### src/rtl/pll_ext_pkg.sv
// rtl/pll_ext_pkg.sv - shared types and constants for the external-PLL DAC path
package pll_ext_pkg;

  typedef enum logic [0:0] {
    IDLE = 1'b0,
    RAMP = 1'b1
  } ramp_state_t;

  localparam int          DAC8411_FRAME_CYCLES = 26;
  localparam logic [15:0] DAC_MIDSCALE         = 16'h8000;

endpackage

### src/rtl/tick_divider.sv
// rtl/tick_divider.sv - free-running divider, one-cycle tick every DIV clocks
module tick_divider #(
  parameter int DIV = 26
) (
  input  logic clk,
  input  logic rst,
  output logic tick
);

  localparam int              CW     = (DIV > 1) ? $clog2(DIV) : 1;
  localparam logic [CW-1:0]   RELOAD = CW'(DIV - 1);

  logic [CW-1:0] cnt_q, cnt_d;

  assign tick = (cnt_q == '0);

  always_comb begin
    cnt_d = tick ? RELOAD : cnt_q - CW'(1);
  end

  always_ff @(posedge clk) begin
    if (rst) begin
      cnt_q <= RELOAD;
    end else begin
      cnt_q <= cnt_d;
    end
  end

endmodule

### src/rtl/dac_slew_ramp.sv
// rtl/dac_slew_ramp.sv - slews the held DAC code toward an accepted target, one bounded step per tick
module dac_slew_ramp
  import pll_ext_pkg::*;
#(
  parameter int                   DAC_WIDTH  = 16,
  parameter int                   STEP_WIDTH = 16,
  parameter int                   UPDATE_DIV = DAC8411_FRAME_CYCLES,
  parameter logic [DAC_WIDTH-1:0] RESET_CODE = DAC_MIDSCALE
) (
  input  logic                  clk,
  input  logic                  rst,
  input  logic [DAC_WIDTH-1:0]  target_code,
  input  logic                  target_valid,
  output logic                  target_ready,
  input  logic [STEP_WIDTH-1:0] step_size,
  input  logic                  ramp_enable,
  output logic [DAC_WIDTH-1:0]  dac_code,
  output logic                  update_strobe,
  output logic                  busy,
  output logic                  at_target
);

  ramp_state_t          state_q, state_d;
  logic [DAC_WIDTH-1:0] dac_q, dac_d;
  logic [DAC_WIDTH-1:0] tgt_q, tgt_d;
  logic [DAC_WIDTH-1:0] step_q, step_d;
  logic                 strobe_q, strobe_d;
  logic                 at_q, at_d;
  logic [DAC_WIDTH-1:0] step_in;
  logic [DAC_WIDTH:0]   diff;
  logic                 accept;
  logic                 tick;

  tick_divider #(
    .DIV (UPDATE_DIV)
  ) u_tick (
    .clk  (clk),
    .rst  (rst),
    .tick (tick)
  );

  assign target_ready  = ~rst & (state_q == IDLE);
  assign busy          = (state_q == RAMP);
  assign accept        = target_valid & target_ready;
  assign step_in       = DAC_WIDTH'(step_size);
  assign dac_code      = dac_q;
  assign update_strobe = strobe_q;
  assign at_target     = at_q;

  always_comb begin
    state_d = state_q;
    dac_d   = dac_q;
    tgt_d   = tgt_q;
    step_d  = step_q;

    // One extra bit so the distance is exact across the full code range.
    if (tgt_q >= dac_q) begin
      diff = {1'b0, tgt_q} - {1'b0, dac_q};
    end else begin
      diff = {1'b0, dac_q} - {1'b0, tgt_q};
    end

    case (state_q)
      IDLE: begin
        if (accept) begin
          tgt_d  = target_code;
          step_d = (step_in == '0) ? DAC_WIDTH'(1) : step_in;
          if (!ramp_enable) begin
            dac_d = target_code;
          end else if (target_code != dac_q) begin
            state_d = RAMP;
          end
        end
      end
      RAMP: begin
        if (tick) begin
          if (diff <= {1'b0, step_q}) begin
            dac_d   = tgt_q;
            state_d = IDLE;
          end else if (tgt_q > dac_q) begin
            dac_d = dac_q + step_q;
          end else begin
            dac_d = dac_q - step_q;
          end
        end
      end
      default: state_d = IDLE;
    endcase

    strobe_d = (dac_d != dac_q);
    at_d     = (dac_d == tgt_d);
  end

  always_ff @(posedge clk) begin
    if (rst) begin
      state_q  <= IDLE;
      dac_q    <= RESET_CODE;
      tgt_q    <= RESET_CODE;
      step_q   <= DAC_WIDTH'(1);
      strobe_q <= 1'b0;
      at_q     <= 1'b1;
    end else begin
      state_q  <= state_d;
      dac_q    <= dac_d;
      tgt_q    <= tgt_d;
      step_q   <= step_d;
      strobe_q <= strobe_d;
      at_q     <= at_d;
    end
  end

endmodule

### config.mk
export PLATFORM = sky130hd
export DESIGN_NAME = dac_slew_ramp
export DESIGN_NICKNAME = d
export VERILOG_FILES = /design/src/rtl/pll_ext_pkg.sv /design/src/rtl/tick_divider.sv /design/src/rtl/dac_slew_ramp.sv
export SDC_FILE = /design/constraint.sdc
export NUM_CORES = 1
export LEC_CHECK = 0
export ABC_CLOCK_PERIOD_IN_PS = 7700
export BUFFER_PORTS_ARGS = -buffer_cell sky130_fd_sc_hd__buf_2
export CORE_UTILIZATION = 45
export DETAILED_ROUTE_END_ITERATION = 8
export HOLD_SLACK_MARGIN = 0.05
export PLACE_DENSITY = 0.7
export SLEW_MARGIN = 10
export SYNTH_ARGS = -nofsm -noshare
export SYNTH_HDL_FRONTEND = slang
export SYNTH_HIERARCHICAL = 1
export SYNTH_SLANG_ARGS = --single-unit
### constraint.sdc
create_clock -name clk -period 7.7 [get_ports clk]
set_clock_uncertainty 0.05 [all_clocks]
set_input_delay 0.385 -clock clk [delete_from_list [all_inputs] [get_ports clk]]
set_output_delay 0.385 -clock clk [all_outputs]
set_load 0.02 [all_outputs]
==> results of run 1 <==
-- final cells by class --
cell class / count / area share
clock buffer: 7 / 0.0182
clock inverter: 1 / 0.00120
inverter: 71 / 0.0366
multi-input combinational: 746 / 0.712
sequential: 56 / 0.154
tap: 184 / 0.0316
timing repair buffer: 63 / 0.0461
-- logic make-up after synthesis --
| family | count (synthesis) | share of synthesized area |
|---|---|---|
| compound gates | 309 | 0.305 |
| xor+xnor | 79 | 0.108 |
| fa+ha+maj | 69 | 0.130 |
| buf+inv | 124 | 0.0762 |
| flops | 56 | 0.164 |
| mux | 14 | 0.0231 |
| simple gates | 275 | 0.194 |
-- per-layer routing --
layer	vias up	global-route usage	routed length, µm
met5	-	0	0
met4	0	0.145	1190
met3	82	0.0608	2050
met2	361	0.487	10400
met1	3391	0.409	10400
li1	3409	-	-
-- worst min path at each step --
stage | from | end | slack, ns | cells past startpoint
after floorplan | u_tick/cnt_q[0] | u_tick/cnt_q[0] | 0.32 | 1
after global placement | u_tick/cnt_q[0] | u_tick/cnt_q[0] | 0.33 | 1
after detailed placement | u_tick/cnt_q[0] | u_tick/cnt_q[0] | 0.34 | 1
after CTS | step_size[6] | step_q[6] | 0.23 | 3
after global routing | step_size[6] | step_q[6] | 0.23 | 3
final | step_size[5] | step_q[5] | 0.23 | 3
-- cells in the final DEF (no fill, tap or decap), types with 6 or more instances in the layout --
cell type  count
and2_1         6
nor3_1        24
a31oi_1       14
ha_1          66
o2111ai_1      8
o21ai_0       50
buf_4          8
xnor2_1       54
or2_2          7
nor2_1        68
buf_2         55
dfxtp_1       56
o31ai_1       20
nand3_1       14
xor2_1        22
o21a_1         7
o22ai_1        8
nand4_1       13
a211oi_1      19
mux2i_1        9
nor2b_1        6
a21oi_1       89
and3_1         7
a311oi_1       6
inv_1         71
nand2_1       91
o211ai_1      11
nor4_1        11
a21o_1        16
-- synthesized netlist by cell type (13+ instances only) --
library cell,count
o31ai_1,20
a211oi_1,19
a21o_1,16
dfxtp_1,56
nand3_1,14
nand2_1,91
clkbuf_1,30
a21oi_1,89
nand4_1,13
xnor2_1,54
ha_1,66
inv_1,71
a31oi_1,14
nor3_1,24
nor2_1,69
xor2_1,22
o21ai_0,50
-- worst max-delay path, stage by stage, from the launching register on --
cell	delay, ns
dfxtp_1	0.65
inv_1	0.19
ha_1	0.46
a21oi_1	0.25
o21ai_0	0.16
a22oi_1	0.25
and4_4	0.49
inv_1	0.20
a2111oi_0	0.61
nor2_1	0.15
xor2_1	0.17
ha_1	0.31
nand4_1	0.09
or2_2	0.30
o221a_2	0.25
nor2_2	0.66
nor2_2	0.32
a211oi_2	0.45
o2bb2ai_1	0.12
o41ai_1	0.34
a21oi_1	0.12
-- state kept, by name, indices dropped and copies added, names as in the netlist --
| register | flops |
|---|---|
| dac_code | 16 |
| step_q | 16 |
| tgt_q | 16 |
| u_tick/cnt_q | 5 |
| at_target | 1 |
| busy | 1 |
| update_strobe | 1 |
-- power by group through the flow --
stage / Clock, mW / Combinational, mW / Sequential [mW]
global route: 0.252 / 1.35 / 0.345
global placement: 0 / 1.20 / 0.348
floorplan: 0 / 0.923 / 0.344
detailed placement: 0 / 1.20 / 0.348
CTS: 0.243 / 1.20 / 0.341
finish: 0.241 / 1.25 / 0.343
-- stage by stage --
step            util  cells  total power, mW  hold slack (ns)  area, µm²
3_5_place_dp   0.487   1120             1.55            0.341       7140
6_report       0.497   1128             1.83            0.229       7280
2_1_floorplan      -    926             1.27            0.321       6820
5_1_grt        0.497   1128             1.95            0.230       7280
3_3_place_gp   0.487   1120             1.54            0.333       7140
4_1_cts        0.497   1128             1.79            0.230       7280
==> flow_summary.yaml, run 1 <==
cells_and_area:
  nFillCells: 1510
  final_nets: 1048
  multi_input_area_um2: 5190
  antennaDiodeCount: 0
  drive_gt1_frac: 0.107
  syn_to_final_growth_pct: 6.81
  regArea_um2: 1120
floorplanning:
  dieWidth_um: 125
  fp.dieArea_um2: 15600
  ios: 56
  fp.coreArea_um2: 14600
  fp-row-count: 44
  start_util: 0.465
  die_h_um: 125
global_route:
  antenna_found_initial: 0
  grt_max_degree: 61
  track_usage: 0.310
  grt_pass1_vias: 6762
  grt_pass1_wl_um: 37900
  grt_overflow: 0
setup_path:
  end_kind: "flop"
  crit_path_start_kind: "flop"
  worst-setup-path-type: "flop to flop"
  worstPathArrival_ns: 6.85
  crit_start: "dac_code[8]"
  reg2reg_depth: 20
  r2r-start: "dac_code[8]"
  path_max_fanout: 23
  crit-reg2reg-capture: "update_strobe"
  endpoint: "update_strobe"
  ff2ff_setup_slack_ns: 0.99
  worstPathRequired_ns: 7.84
placement:
  gp_congestion: 1.04
  dp_slack_ns: 0.866
  dpl.hpwl_um: 18700
  port_buffers: 55
pwr:
  peakVddDrop_uv: 103
  p_clk_frac: 0.132
  p_leak_nw: 2.98
  switching_power_mw: 0.939
  cell_internal_pwr_mw: 0.892
  share_comb_of_total_power: 0.681
  powerDensity_nw_per_um2: 252
  seq_power_share: 0.187
  switching_share: 0.513
clock_tree:
  clockBufferDepth: 2
  cts_hold_buf: 0
  path_clk_slew_ns: 0.08
  cts-resized-gates: 0
  ctsRootBufferMaster: "clkbuf_16"
  htreeDepth: 2
  tritoncts: "yes"
  cts_buffers: 5
  cts_sinks: 56
  worstSkewPairLatency_ns: 0.31
  cts_setup_buffers: 0
detailed_routing:
  antenna_left: 0
  vias_per_cell: 6.42
  vias: 7243
  route.detailed.drc: 2
  wl_per_cell_um: 21.3
  drt_pass1_iterations: 8
  drt_iter0_markers: 752
  postRouteWirelength_um: 24100
yosys:
  ys_types: 81
  ys_seq_area_frac: 0.164
  avgSynthCellArea_um2: 7.36
  ys_async_sr_fraction: 0
  synthTopCellsByArea: "dfxtp_1, ha_1, xnor2_1"
  synth_area_leader_cell: "dfxtp_1"
  ys.flop_type: "dfxtp_1"
  synth_nets: 1031
  synth_edf_count: 0
  synth_top_area_share: 0.164
  synth.cell_area_um2: 6820
  synth_seq_cells: 56
  synth_cells: 926
  yosys_warnings: 6
run_status:
  violations: "design-rule violations"
  status: "complete, but fails checks"
sta:
  worst_slack_ns: 0.990
  finalHoldViolations: 0
  slew_violations: 0
  tightest_slew_ns: 1.03
  fmax_mhz: 149
  finalSetupViolCount: 0
  period_needed_ns: 6.71
  period_share: 0.871
  maxSlewHeadroom: 0.307
  final.setup.tns_ns: 0
  rsz0062_at_grt: "false"
worst_hold_path:
  holdCritPathClass: "input pin to flop"
job:
  drv_cap: 0
No activity file was read; power rests on OpenSTA's default activity.
==> run 2, diff against run 1 <==
--- a/config.mk
+++ b/config.mk
@@ -6,7 +6,7 @@
 export NUM_CORES = 1
 export LEC_CHECK = 0
 export ABC_CLOCK_PERIOD_IN_PS = 7700
-export BUFFER_PORTS_ARGS = -buffer_cell sky130_fd_sc_hd__buf_2
+export BUFFER_PORTS_ARGS = -buffer_cell sky130_fd_sc_hd__buf_4
 export CORE_UTILIZATION = 45
 export DETAILED_ROUTE_END_ITERATION = 8
 export HOLD_SLACK_MARGIN = 0.05
==> flow_summary.yaml, run 2 (synthesized netlist as in run 1, its figures left out) <==
setup_path:
  worst-setup-path-type: "flop to flop"
  cpPeakStageDelay_ns: 0.59
  crit_family: "compound AO/OA/AOI/OAI gates"
  worstPathRequired_ns: 7.84
  slowest_stage: "dfxtp_1"
  end_kind: "flop"
  path_buf_inv: 2
  crit_path_start_kind: "flop"
  crit_chain: "inv_1, ha_1, nor2b_1, o2111ai_1, a21o_1, and4_4, inv_1, a221o_1, a221oi_1, xnor2_1, ha_1, and4_1, o311a_1, a211oi_1, o221a_2, or2_2, nand2_2, o311ai_0, nand4_1, o41ai_1, a21oi_1"
  worstPathArrival_ns: 6.84
  path_max_fanout: 33
detailed_routing:
  drt_iter0_markers: 682
  route.detailed.drc: 2
  postRouteWirelength_um: 24700
  vias: 7186
  drt_pass1_iterations: 7
  wl_per_cell_um: 21.8
  antenna_left: 0
  vias_per_cell: 6.36
cells_and_area:
  fin_area_um2: 7440
  drive_gt1_frac: 0.109
  final_nets: 1050
  antennaDiodeCount: 0
  syn_to_final_growth_pct: 9.10
  layout_commonest_cell: "nand2_1"
  final_cell_mix: "nand2_1, a21oi_1, inv_1"
  nFillCells: 1498
clock_tree:
  path_clk_slew_ns: 0.08
  cts_buffers: 5
  ctsRootBufferMaster: "clkbuf_16"
  cts_setup_buffers: 0
  worstSkewPairLatency_ns: 0.32
  cts_sinks: 56
  cts_hold_buf: 0
  clockBufferDepth: 2
  htreeDepth: 2
  tritoncts: "yes"
  cts-resized-gates: 0
floorplanning:
  fp-row-count: 44
  ios: 56
  die_h_um: 125
  fp.coreArea_um2: 14600
  dieWidth_um: 125
  fp.dieArea_um2: 15600
  start_util: 0.465
global_route:
  grt_max_degree: 60
  antenna_found_initial: 0
  grt_pass1_vias: 6452
  track_usage: 0.311
  grt_pass1_wl_um: 37600
  grt_overflow: 0
sta:
  rsz0062_at_grt: "false"
  final.setup.tns_ns: 0
  finalHoldViolations: 0
  maxSlewHeadroom: 0.460
  worst_slack_ns: 1.00
  finalSetupViolCount: 0
  tightest_slew_ns: 0.802
  fmax_mhz: 149
  slew_violations: 0
  period_share: 0.870
  period_needed_ns: 6.70
run_status:
  violations: "design-rule violations"
  status: "complete, but fails checks"
pwr:
  peakVddDrop_uv: 118
  p_leak_nw: 3.03
  powerDensity_nw_per_um2: 248
placement:
  place_area_um2: 7290
  dp_slack_ns: 1.22
  gp_congestion: 0.976
  port_buffers: 55
  dpl.hpwl_um: 19400
job:
  drv_cap: 0
worst_hold_path:
  holdCritPathClass: "input pin to flop"
## run 2: cell types whose count changed in the layout (fill, tap and decap cells not counted)
cell,delta
clkbuf_1,-2
nor2_1,+1
nor2_2,-1
buf_2,-55
clkbuf_8,+1
buf_4,+57
## run 2: tightest hold or removal path, cell delays in order
cell	delay [ns]
buf_4	0.08
nand2_1	0.04
o31ai_1	0.05
## run 2: metrics by stage
stage                     instances  power [mW]  utilization  hold slack (ns)
after floorplan                 926        1.27            -            0.321
after global placement         1122        1.57        0.498            0.335
after detailed placement       1122        1.57        0.498            0.341
after CTS                      1129        1.82        0.508            0.219
after global routing           1129        1.96        0.508            0.236
final                          1129        1.84        0.508            0.220
## run 2: path summary, 6_finish.rpt
kind / slack, ns / cells after the start / startpoint / endpoint
min reg2reg: 0.36 / 1 / u_tick/cnt_q[0] / u_tick/cnt_q[0]
max: 1.00 / 21 / dac_code[1] / update_strobe
max reg2reg: 1.00 / 21 / dac_code[1] / update_strobe
min: 0.22 / 3 / step_size[5] / step_q[5]
## run 2: layout make-up
| type | count | area, µm² | area share |
|---|---|---|---|
| clock buffers | 6 | 139 | 0.0187 |
| clock inverters | 1 | 8.76 | 0.00118 |
| inverters | 71 | 267 | 0.0358 |
| multi-input cells | 746 | 5180 | 0.697 |
| flip-flops and latches | 56 | 1120 | 0.151 |
| well taps | 184 | 230 | 0.0310 |
| repair buffers | 65 | 488 | 0.0656 |
## run 2: metal layers
metal / track usage / vias to the layer above / wire length [µm]
li1: - / 3413 / -
met1: 0.425 / 3355 / 10800
met2: 0.488 / 366 / 10800
met3: 0.0501 / 52 / 2110
met4: 0.124 / 0 / 908
met5: 0 / - / 0
## run 2: power by group
part           leakage, nW  switching [mW]  total, mW  internal [mW]
logic                 2.50           0.781       1.26          0.476
clock network       0.0729           0.117      0.246          0.129
registers            0.460          0.0329      0.342          0.309
total                 3.03           0.931       1.84          0.913
==> run 3, diff against run 2 <==
--- a/config.mk
+++ b/config.mk
@@ -7,11 +7,11 @@
 export LEC_CHECK = 0
 export ABC_CLOCK_PERIOD_IN_PS = 7700
 export BUFFER_PORTS_ARGS = -buffer_cell sky130_fd_sc_hd__buf_4
-export CORE_UTILIZATION = 45
+export CORE_UTILIZATION = 60
 export DETAILED_ROUTE_END_ITERATION = 8
+export GPL_TIMING_DRIVEN = 0
 export HOLD_SLACK_MARGIN = 0.05
-export PLACE_DENSITY = 0.7
-export SLEW_MARGIN = 10
+export PLACE_DENSITY = 0.87
 export SYNTH_ARGS = -nofsm -noshare
 export SYNTH_HDL_FRONTEND = slang
 export SYNTH_HIERARCHICAL = 1
==> flow_summary.yaml, run 3 (synthesized netlist as in run 1, its figures left out) <==
run_status:
  status: "finished, final reports clean"
global_route:
  grt_pass1_vias: 6904
  track_usage: 0.442
  grt_max_degree: 18
  grt_pass1_wl_um: 38300
  antenna_found_initial: 0
  grt_overflow: 0
placement:
  gp_congestion: 1.05
  port_buffers: 55
  dp_cells: 1121
  dpl.hpwl_um: 20500
sta:
  period_share: 0.957
  rsz0062_at_grt: "false"
  final.setup.tns_ns: 0
  fmax_mhz: 136
  finalHoldViolations: 0
  maxSlewHeadroom: 0.442
  finalSetupViolCount: 0
  tightest_slew_ns: 0.835
  period_needed_ns: 7.37
  slew_violations: 0
floorplanning:
  fp.dieArea_um2: 11800
  start_util: 0.623
  ios: 56
  fp.coreArea_um2: 10900
  die_h_um: 109
  dieWidth_um: 109
  fp-row-count: 38
clock_tree:
  cts_setup_buffers: 0
  cts-resized-gates: 0
  cts_sinks: 56
  cts_hold_buf: 0
  cts_buffers: 5
  worstSkewPairLatency_ns: 0.31
  ctsRootBufferMaster: "clkbuf_16"
  tritoncts: "yes"
  clockBufferDepth: 2
  path_clk_slew_ns: 0.07
  htreeDepth: 2
setup_path:
  worstPathRequired_ns: 7.82
  worstPathArrival_ns: 7.49
  worst-setup-path-type: "flop to flop"
  crit_path_start_kind: "flop"
  slowest_stage: "or4_1"
  path_max_fanout: 10
  crit_family: "compound AO/OA/AOI/OAI gates"
  cpPeakStageDelay_ns: 0.71
  end_kind: "flop"
  path_buf_inv: 7
detailed_routing:
  wl_met3_um: 2630
  wl_met1_um: 10500
  postRouteWirelength_um: 25700
  route.detailed.drc: 0
  vias: 7635
  routed.top_layer: "met4"
  drt_iter0_markers: 1021
  drt_pass1_iterations: 6
  dr_wl_met2_um: 11100
  vias_per_cell: 6.76
  antenna_left: 0
  wl_per_cell_um: 22.7
cells_and_area:
  final_nets: 1093
  drive_gt1_frac: 0.110
  antennaDiodeCount: 0
  layout_commonest_cell: "nand2_1"
  final_cell_mix: "nand2_1, a21oi_1, inv_1"
  finalNonFillerCells: 1129
  syn_to_final_growth_pct: 11.1
pwr:
  powerDensity_nw_per_um2: 256
  p_leak_nw: 3.10
  peakVddDrop_uv: 171
worst_hold_path:
  holdCritPathClass: "input pin to flop"
job:
  drv_cap: 0
## run 3: power breakdown
part,internal [mW],total [mW],switching (mW)
registers,0.309,0.345,0.0355
logic,0.501,1.32,0.817
clock network,0.155,0.272,0.117
total,0.966,1.93,0.969
## run 3: final timing paths
kind	startpoint	cells past startpoint	endpoint	slack, ns
setup / recovery	dac_code[8]	26	update_strobe	0.33
hold / removal	step_size[10]	3	step_q[10]	0.22
setup reg to reg	dac_code[8]	26	update_strobe	0.33
hold reg to reg	u_tick/cnt_q[0]	1	u_tick/cnt_q[0]	0.35
## run 3: layout make-up
| cell class | instances | area, µm² |
|---|---|---|
| repair buffers | 55 | 413 |
| clock inverters | 2 | 38.8 |
| plain buffers | 53 | 253 |
| fillers | 996 | 3360 |
| inverters | 71 | 267 |
| well taps | 140 | 175 |
| clock buffers | 6 | 129 |
| flip-flops and latches | 56 | 1120 |
| multi-input cells | 746 | 5180 |
## run 3: worst register-to-register path, delay by kind of cell (launching register included)
family | cells | cell delay [ns]
compound gates | 8 | 2.20
flops | 1 | 0.49
mux | 1 | 0.17
buf+inv | 7 | 1.70
xor+xnor | 1 | 0.19
fa+ha+maj | 2 | 0.61
simple gates | 7 | 1.79
## run 3: metrics by stage
stage                util  worst slack [ns]  power [mW]  hold slack, ns  instance area (µm²)
global route        0.692             0.151        2.04           0.225                 7570
CTS                 0.692             0.592        1.89           0.218                 7570
global placement    0.677             0.650        1.60           0.332                 7400
floorplan               -              1.82        1.27           0.321                 6820
finish              0.692             0.334        1.93           0.219                 7570
detailed placement  0.677             0.631        1.61           0.339                 7400
## run 3: layer usage
layer | vias up | global-route usage
met5 | - | 0
met4 | 0 | 0.254
met3 | 100 | 0.0989
met2 | 468 | 0.689
met1 | 3552 | 0.557
li1 | 3515 | -
